<file path="src/rtl/pma_tx_ser.sv">
// Serializes PCS words (or PRBS7 / clock pattern / electrical idle) onto a registered differential bit stream.
// Mode changes only take effect at word boundaries.
module pma_tx_ser #(
  parameter int DATA_WIDTH = 10,
  parameter bit MSB_FIRST  = 1'b0
) (
  input  logic                  Bit_Rate_Clk,
  input  logic                  Rst,
  input  logic [DATA_WIDTH-1:0] Data_in,
  input  logic                  MAC_Data_En,
  input  logic [1:0]            Mode,
  input  logic                  Polarity_Inv,
  output logic                  Data_Ready,
  output logic                  TX_Out_P,
  output logic                  TX_Out_N,
  output logic                  Elec_Idle,
  output logic                  Underrun
);

  localparam int CW = $clog2(DATA_WIDTH);
  localparam logic [CW-1:0] LAST = CW'(DATA_WIDTH - 1);

  // Encodings equal the Mode codes so the boundary update is a plain cast.
  typedef enum logic [1:0] {
    ST_DATA   = 2'b00,
    ST_PRBS   = 2'b01,
    ST_EIDLE  = 2'b10,
    ST_CLKPAT = 2'b11
  } state_t;

  state_t                state_q, state_d;
  logic [CW-1:0]         cnt_q, cnt_d;
  logic [6:0]            lfsr_q, lfsr_d;
  logic [DATA_WIDTH-1:0] sh_q, sh_d;
  logic                  clk_bit_q, clk_bit_d;
  logic                  urun_slot_q, urun_slot_d;
  logic                  tx_p_q, tx_p_d;
  logic                  tx_n_q, tx_n_d;
  logic                  eidle_q, eidle_d;
  logic                  underrun_q, underrun_d;

  logic       boundary;
  logic       entering;
  logic       bit_out;
  logic       idle;
  logic [6:0] lfsr_src;

  assign boundary   = (cnt_q == LAST);
  assign Data_Ready = boundary && (Mode == 2'b00) && !Rst;

  always_comb begin
    cnt_d       = boundary ? '0 : cnt_q + CW'(1);
    state_d     = boundary ? state_t'(Mode) : state_q;
    entering    = boundary && (state_d != state_q);
    lfsr_d      = lfsr_q;
    sh_d        = sh_q;
    clk_bit_d   = clk_bit_q;
    urun_slot_d = urun_slot_q;
    underrun_d  = 1'b0;
    bit_out     = 1'b0;
    idle        = 1'b0;
    lfsr_src    = entering ? 7'h7F : lfsr_q;

    case (state_d)
      ST_DATA: begin
        if (boundary) begin
          if (MAC_Data_En) begin
            urun_slot_d = 1'b0;
            if (MSB_FIRST) begin
              bit_out = Data_in[DATA_WIDTH-1];
              sh_d    = Data_in << 1;
            end else begin
              bit_out = Data_in[0];
              sh_d    = Data_in >> 1;
            end
          end else begin
            // Missed slot: the whole word period goes idle.
            urun_slot_d = 1'b1;
            underrun_d  = 1'b1;
            idle        = 1'b1;
          end
        end else if (urun_slot_q) begin
          idle = 1'b1;
        end else if (MSB_FIRST) begin
          bit_out = sh_q[DATA_WIDTH-1];
          sh_d    = sh_q << 1;
        end else begin
          bit_out = sh_q[0];
          sh_d    = sh_q >> 1;
        end
      end
      ST_PRBS: begin
        bit_out = lfsr_src[6];
        lfsr_d  = {lfsr_src[5:0], lfsr_src[6] ^ lfsr_src[5]};
      end
      ST_CLKPAT: begin
        bit_out   = entering ? 1'b1 : ~clk_bit_q;
        clk_bit_d = bit_out;
      end
      default: idle = 1'b1;
    endcase

    tx_p_d  = idle ? 1'b0 : (bit_out ^ Polarity_Inv);
    tx_n_d  = idle ? 1'b0 : ~(bit_out ^ Polarity_Inv);
    eidle_d = idle;
  end

  always_ff @(posedge Bit_Rate_Clk) begin
    if (Rst) begin
      cnt_q       <= LAST;
      state_q     <= ST_EIDLE;
      lfsr_q      <= 7'h7F;
      sh_q        <= '0;
      clk_bit_q   <= 1'b0;
      urun_slot_q <= 1'b0;
      tx_p_q      <= 1'b0;
      tx_n_q      <= 1'b0;
      eidle_q     <= 1'b1;
      underrun_q  <= 1'b0;
    end else begin
      cnt_q       <= cnt_d;
      state_q     <= state_d;
      lfsr_q      <= lfsr_d;
      sh_q        <= sh_d;
      clk_bit_q   <= clk_bit_d;
      urun_slot_q <= urun_slot_d;
      tx_p_q      <= tx_p_d;
      tx_n_q      <= tx_n_d;
      eidle_q     <= eidle_d;
      underrun_q  <= underrun_d;
    end
  end

  assign TX_Out_P  = tx_p_q;
  assign TX_Out_N  = tx_n_q;
  assign Elec_Idle = eidle_q;
  assign Underrun  = underrun_q;

endmodule

</file>
<file path="config.mk">
export PLATFORM = sky130hd
export DESIGN_NAME = pma_tx_ser
export DESIGN_NICKNAME = d
export VERILOG_FILES = /design/src/rtl/pma_tx_ser.sv
export SDC_FILE = /design/constraint.sdc
export NUM_CORES = 1
export LEC_CHECK = 0
export ABC_AREA = 1
export ABC_CLOCK_PERIOD_IN_PS = 2100
export CORE_ASPECT_RATIO = 2
export CORE_MARGIN = 10
export CORE_UTILIZATION = 45
export CTS_BUF_LIST = sky130_fd_sc_hd__clkbuf_8
export DETAILED_ROUTE_END_ITERATION = 6
export DONT_BUFFER_PORTS = 1
export PLACE_DENSITY = 0.58
export RECOVER_POWER = 100
export SLEW_MARGIN = 30
export SYNTH_ARGS = -nofsm -noshare
export SYNTH_HDL_FRONTEND = slang
export SYNTH_SLANG_ARGS = --single-unit
</file>
<file path="constraint.sdc">
create_clock -name Bit_Rate_Clk -period 2.1 [get_ports Bit_Rate_Clk]
set_input_delay 0.63 -clock Bit_Rate_Clk [delete_from_list [all_inputs] [get_ports Bit_Rate_Clk]]
set_output_delay 0.63 -clock Bit_Rate_Clk [all_outputs]
set_load 0.1 [all_outputs]
</file>
==> flow_summary_export.csv, run 1 <==
group,metric,value,unit
outcome,status,"finished with violations",
outcome,violations,"setup timing",
clock_tree,cts_tree,"yes",
timing,fmax,0.473,GHz
yosys,synth_edf_count,0,
clock_tree,clkLatencyLatePin,280,ps
critical_path,path_buf_inv,3,
timing,worst_slack,-15.6,ps
timing,drv_slew,0,
critical_path,crit_chain,"inv_2 > ha_4 > nand2_4 > nor2_4 > nand2_2 > nor2_4 > inv_2 > nor2_4 > buf_12",
yosys,synth_cells,174,
yosys,synth_area_leaders,"dfxtp_1 (42%), nand2_1 (14%), o211a_1 (6.1%)",
route,drcViolationCount,0,
cells_and_area,drive_above_1_share,17.5,%
timing,fin_worst_skew,4.58,ps
critical_path,cpMostUsedCell,"nor2_4",
yosys,syn_nets,192,
die,die-width,58.3,um
route,drt-total-wl,2830,um
power,p_per_area,1320,nW/um2
critical_path,crit_fanout,2,
yosys,ys_seq_elements,28,
die,row_count,27,
yosys,seq_area_frac_synth,42.4,%
clock_tree,clockRootBuffer,"clkbuf_8",
timing,slew_headroom,63.9,%
hold_path,holdCritPathClass,"in2reg",
critical_path,cp_slowest_cell,"dfxtp_2",
clock_tree,cts.sinks,28,
critical_path,crit_family,"simple AND/OR/NAND/NOR gates",
flow_run,cap_violations,0,
clock_tree,hold_buffers,0,
cells_and_area,antenna_cells,0,
cells_and_area,fin_nets,202,
yosys,synth.distinct_cells,24,
critical_path,cp-end-kind,"primary output",
yosys,avgSynthCellArea,7.59,um2
global_route,grtUsageTotal,10.2,%
timing,period_share,101,%
timing,setup_viol,1,
route,drt_iter0_markers,4,
critical_path,path_class,"reg2out",
power,power.total,0.00195,W
global_route,grt_pass1_wl,4730,um
cells_and_area,layoutNonFillerInstCount,212,
global_route,gr-total-overflow,0,
place,port_buffers,0,
yosys,syn_area,1320,um2
critical_path,cp_slowest_stage_delay,330,ps
yosys,synth_warnings,0,
clock_tree,numCtsBuffers,3,
critical_path,start_kind,"flip-flop",
yosys,async_flop_share,0,%
yosys,yosysMostFrequentCell,"nand2_1",
timing,hold_violations,0,
power,leakage,0.698,nW
power,peakVddDrop,0.699,mV
clock_tree,clk_pin_slew,90,ps
critical_path,crit_arrival,1490,ps
die,core,2800,um2
die,ios,21,
die,start_util,47.1,%
route,wl_per_cell,13.4,um
cells_and_area,area_growth,11.6,%
route,drtPass1Iterations,4,
place,dp.cells,203,
timing,tightest_slew,543,ps
clock_tree,htreeDepth,1,
place,place.gp.congestion,0.773,
global_route,grt_pass1_vias,1124,
route,vias,1136,
clock_tree,clk_path_buf_depth,2,
global_route,grt_max_degree,21,
global_route,antenna_found_initial,0,
yosys,synth_common_cells,"nand2_1 (49), dfxtp_1 (28), a21oi_1 (14), inv_1 (14)",
die,dieArea,5630,um2
route,routed_via_density,5.36,
route,ant_nets,0,
timing,grt_setup_unrepaired,"true",
yosys,yosysTopAreaCellShare,42.4,%
die,die_y,96.6,um
critical_path,required,1470,ps
timing,finalCriticalPeriod,2120,ps
yosys,netlist.top_cell.by_area,"dfxtp_1",
place,place_hpwl,2170,um
yosys,synth_ff_type,"dfxtp_1",
[sequential cells by signal, indices dropped and copies added, names as in the netlist]
register,flops
urun_slot_q,1
clk_bit_q,1
cnt_q,4
Underrun,1
TX_Out_N,1
TX_Out_P,1
state_q,2
lfsr_q,7
Elec_Idle,1
sh_q,9
[cell usage in the layout (no fill, tap or decap), types with 2 or more instances in the layout]
cell      count
a21oi_1      14
buf_4         7
clkbuf_2      4
clkbuf_8      4
dfxtp_1      26
inv_1        12
inv_2         3
nand2_1      49
nand2_2       2
nand3_1      13
nand4_1       3
nor2_1       10
nor2_4        4
nor3_1        2
o211a_1       8
o21ai_0      11
[stage by stage]
step | setup WS [ps] | TNS, ps | hold WS (ps) | util (%) | area (um2)
final | -15.6 | -15.6 | 391 | 52.6 | 1480
after global routing | -95.8 | -310 | 388 | 52.6 | 1480
after CTS | -26.3 | -26.3 | 395 | 53.7 | 1510
after detailed placement | 113 | 0 | 458 | 49.5 | 1390
after global placement | 148 | 0 | 446 | 49.5 | 1390
after floorplan | 6.71 | 0 | 437 | - | 1340
[cell families after synthesis]
kind of cell             Yosys count  share of synthesized area [%]
buffers and inverters             22                           8.24
XOR/XNOR                           2                           1.33
AND/OR/NAND/NOR                   86                           29.9
adder cells (fa/ha/maj)            2                           1.89
AO/OA/AOI/OAI                     34                           16.2
flip-flops                        28                           42.4
[final cells by class]
class | instances | area (um2)
Fill cell | 297 | 1330
Multi-Input combinational cell | 124 | 669
Sequential cell | 28 | 566
Timing Repair Buffer | 12 | 92.6
Inverter | 15 | 56.3
Clock buffer | 4 | 55.1
Tap cell | 29 | 36.3
[per-layer routing]
metal	wire length (um)	vias to the layer above	GRT usage [%]
met5	0	-	0
met4	72	0	4.89
met3	172	7	3.27
met2	1500	19	18.7
met1	1090	523	9.21
li1	-	587	-
[worst register-to-register path, delay by kind of cell (launching register included)]
family	cells	cell delay, ps
simple gates	6	1050
flops	1	340
buf+inv	2	170
fa+ha+maj	1	160
compound gates	1	140
[path summary, 6_finish.rpt]
| check | from | slack, ps | depth (start not counted) | endpoint |
|---|---|---|---|---|
| max | cnt_q[1] | -20 | 9 | Data_Ready |
| min | Rst | 390 | 1 | sh_q[8] |
| max reg2reg | cnt_q[1] | 140 | 10 | sh_q[2] |
| min reg2reg | clk_bit_q | 470 | 2 | clk_bit_q |
[repair_timing]
item	CTS	global route
setup buffers	5	0
endpoints found under the setup margin	1	1
pin swaps	5	3
gates resized for setup	7	0
[power breakdown]
group	total [W]	internal, W	switching (W)
registers	0.000748	0.000675	0.0000727
logic	0.000865	0.000274	0.000591
clock network	0.000341	0.000168	0.000172
total	0.00195	0.00112	0.000836
No activity file was read; power rests on OpenSTA's default activity.
==> inputs of run 2 (changes only) <==
CTS_CLUSTER_SIZE = 24   (was default)
==> results of run 2 <==
Same layout as run 1: the final DEF is identical, and so are final timing and power.
==> inputs of run 3 (changes only) <==
ABC_CLOCK_PERIOD_IN_PS = 2600   (was 2100)
clock period = 2.6 ns   (was 2.1 ns; I/O delays follow)
==> run 3 against run 2 <==
The run now ends clean; die area unchanged; cell count down 2.8%; final area down 5.6%; setup slack better by 150 ps; worst hold slack better by 83 ps; sequential power down 20%; register-to-register slack better by 180 ps.
==> flow_summary_export.csv, run 3 (synthesis results as in run 1) <==
group,metric,value,unit
critical_path,required,1820,ps
clock_tree,clockRootBuffer,"clkbuf_8",
cells_and_area,seqCellArea,561,um2
die,ios,21,
route,vias,1112,
critical_path,path_class,"reg2out",
die,dieArea,5630,um2
cells_and_area,fin_nets,196,
flow_run,cap_violations,0,
global_route,antenna_found_initial,0,
clock_tree,clk_pin_slew,90,ps
die,die_y,96.6,um
clock_tree,hold_buffers,0,
global_route,grt_pass1_wl,4720,um
route,drt-total-wl,2640,um
critical_path,crit_arrival,1680,ps
clock_tree,postCtsSetupRepairBufs,0,
cells_and_area,multi_input_area,647,um2
clock_tree,numCtsBuffers,3,
timing,finalCriticalPeriod,2460,ps
critical_path,crit_fanout,4,
critical_path,r2r_slack,320,ps
critical_path,crit_end,"Data_Ready",
cells_and_area,final_common_cell,"nand2_1",
clock_tree,cts.sinks,28,
critical_path,r2r-end,"lfsr_q[1]",
route,drt_iter0_markers,26,
global_route,grtUsageTotal,9.89,%
cells_and_area,largest-register,"sh_q",
die,core,2800,um2
die,start_util,47.1,%
cells_and_area,largest_reg_flops,9,
timing,drv_slew,0,
hold_path,holdCritPathClass,"reg2reg",
cells_and_area,antenna_cells,0,
route,drtPass1Iterations,4,
timing,hold_ws,474,ps
critical_path,reg2reg_from,"cnt_q[0]",
global_route,gr-total-overflow,0,
route,wl_per_cell,12.8,um
global_route,grt_max_degree,22,
cells_and_area,reg_top3,"sh_q: 9 flops, lfsr_q: 7 flops, cnt_q: 4 flops",
place,port_buffers,0,
timing,grt_setup_unrepaired,"false",
cells_and_area,fill_cells,318,
clock_tree,clk_path_buf_depth,2,
timing,slew_headroom,22.2,%
power,leakage,0.654,nW
timing,hold_violations,0,
timing,setup_tns,0,ps
power,peakVddDrop,0.478,mV
clock_tree,cts_tree,"yes",
critical_path,cp-end-kind,"primary output",
place,place_hpwl,2090,um
route,drcViolationCount,0,
timing,setup_viol,0,
critical_path,start_kind,"flip-flop",
place,place.gp.congestion,0.757,
die,row_count,27,
die,die-width,58.3,um
timing,period_share,94.7,%
clock_tree,htreeDepth,1,
critical_path,reg2regPathDepth,8,
route,routed_via_density,5.40,
power,p_per_area,1080,nW/um2
critical_path,setup.worst_path.start,"cnt_q[0]",
timing,tightest_slew,1170,ps
timing,fin_worst_skew,3.50,ps
global_route,grt_pass1_vias,1132,
clock_tree,clkLatencyLatePin,270,ps
timing,fmax,0.406,GHz
outcome,status,"complete, no violations",
cells_and_area,mostFrequentLayoutCells,"nand2_1 (50), dfxtp_1 (28), inv_1 (14), a21oi_1 (14), nand3_1 (13)",
cells_and_area,drive_above_1_share,8.47,%
cells_and_area,area_growth,5.40,%
route,ant_nets,0,
==> run 3: cell count changes in the layout (fill, tap and decap cells not counted), moves of 2 or more <==
cell      delta
nor2_1       +2
inv_1        +2
inv_2        -2
clkbuf_2     -4
dfxtp_1      +2
buf_4        -6
clkbuf_1     +4
==> run 3: layout make-up <==
type,instances,share of cell area (%)
Inverter,15,4.04
Sequential cell,28,40.3
Multi-Input combinational cell,124,46.5
Tap cell,29,2.61
Timing Repair Buffer,6,2.70
Clock buffer,4,3.95
==> run 3: worst min path at each step <==
stage                start          end  slack, ps  depth (start not counted)
4_1_cts          clk_bit_q    clk_bit_q        480                          2
5_1_grt        urun_slot_q  urun_slot_q        510                          2
3_3_place_gp   urun_slot_q  urun_slot_q        450                          2
3_5_place_dp     lfsr_q[3]    lfsr_q[3]        460                          2
6_report         clk_bit_q    clk_bit_q        470                          2
2_1_floorplan    lfsr_q[1]    lfsr_q[1]        440                          2
==> run 3: metrics by stage <==
step                      area, um2  setup slack [ps]  utilization, %  cells  power (W)
after global routing           1390              11.3            49.7    206    0.00162
after global placement         1370               384            48.9    202    0.00127
final                          1390               138            49.7    206    0.00150
after CTS                      1430              90.4            50.8    206    0.00156
after detailed placement       1370               359            48.9    202    0.00129
after floorplan                1330               251               -    174    0.00119
==> run 3: critical path, cell delays in order (launching register included) <==
cell     delay (ps)
dfxtp_1         390
ha_2            210
nand2_1          80
nor2_4           90
nand2_1          80
nor2_1          140
inv_1           100
nor2_4          100
buf_8           200
==> run 3: metal layers <==
layer,global-route usage [%],share of wire [%],up-vias
li1,-,-,576
met1,10.1,41,520
met2,17.9,53,14
met3,2.75,4.7,2
met4,3.44,0.83,0
met5,0,0,-
==> run 3: power by group <==
part / total [W] / internal [W] / switching [W]
sequential: 0.000602 / 0.000544 / 0.0000577
combinational: 0.000635 / 0.000175 / 0.000460
clock: 0.000264 / 0.000135 / 0.000128
total: 0.00150 / 0.000854 / 0.000646
==> run 3: what timing repair did <==
| item | in CTS | in global routing |
|---|---|---|
| hold endpoints to repair | 0 | 0 |
| gates resized for setup | 0 | 1 |
| setup endpoints to repair | 0 | 1 |
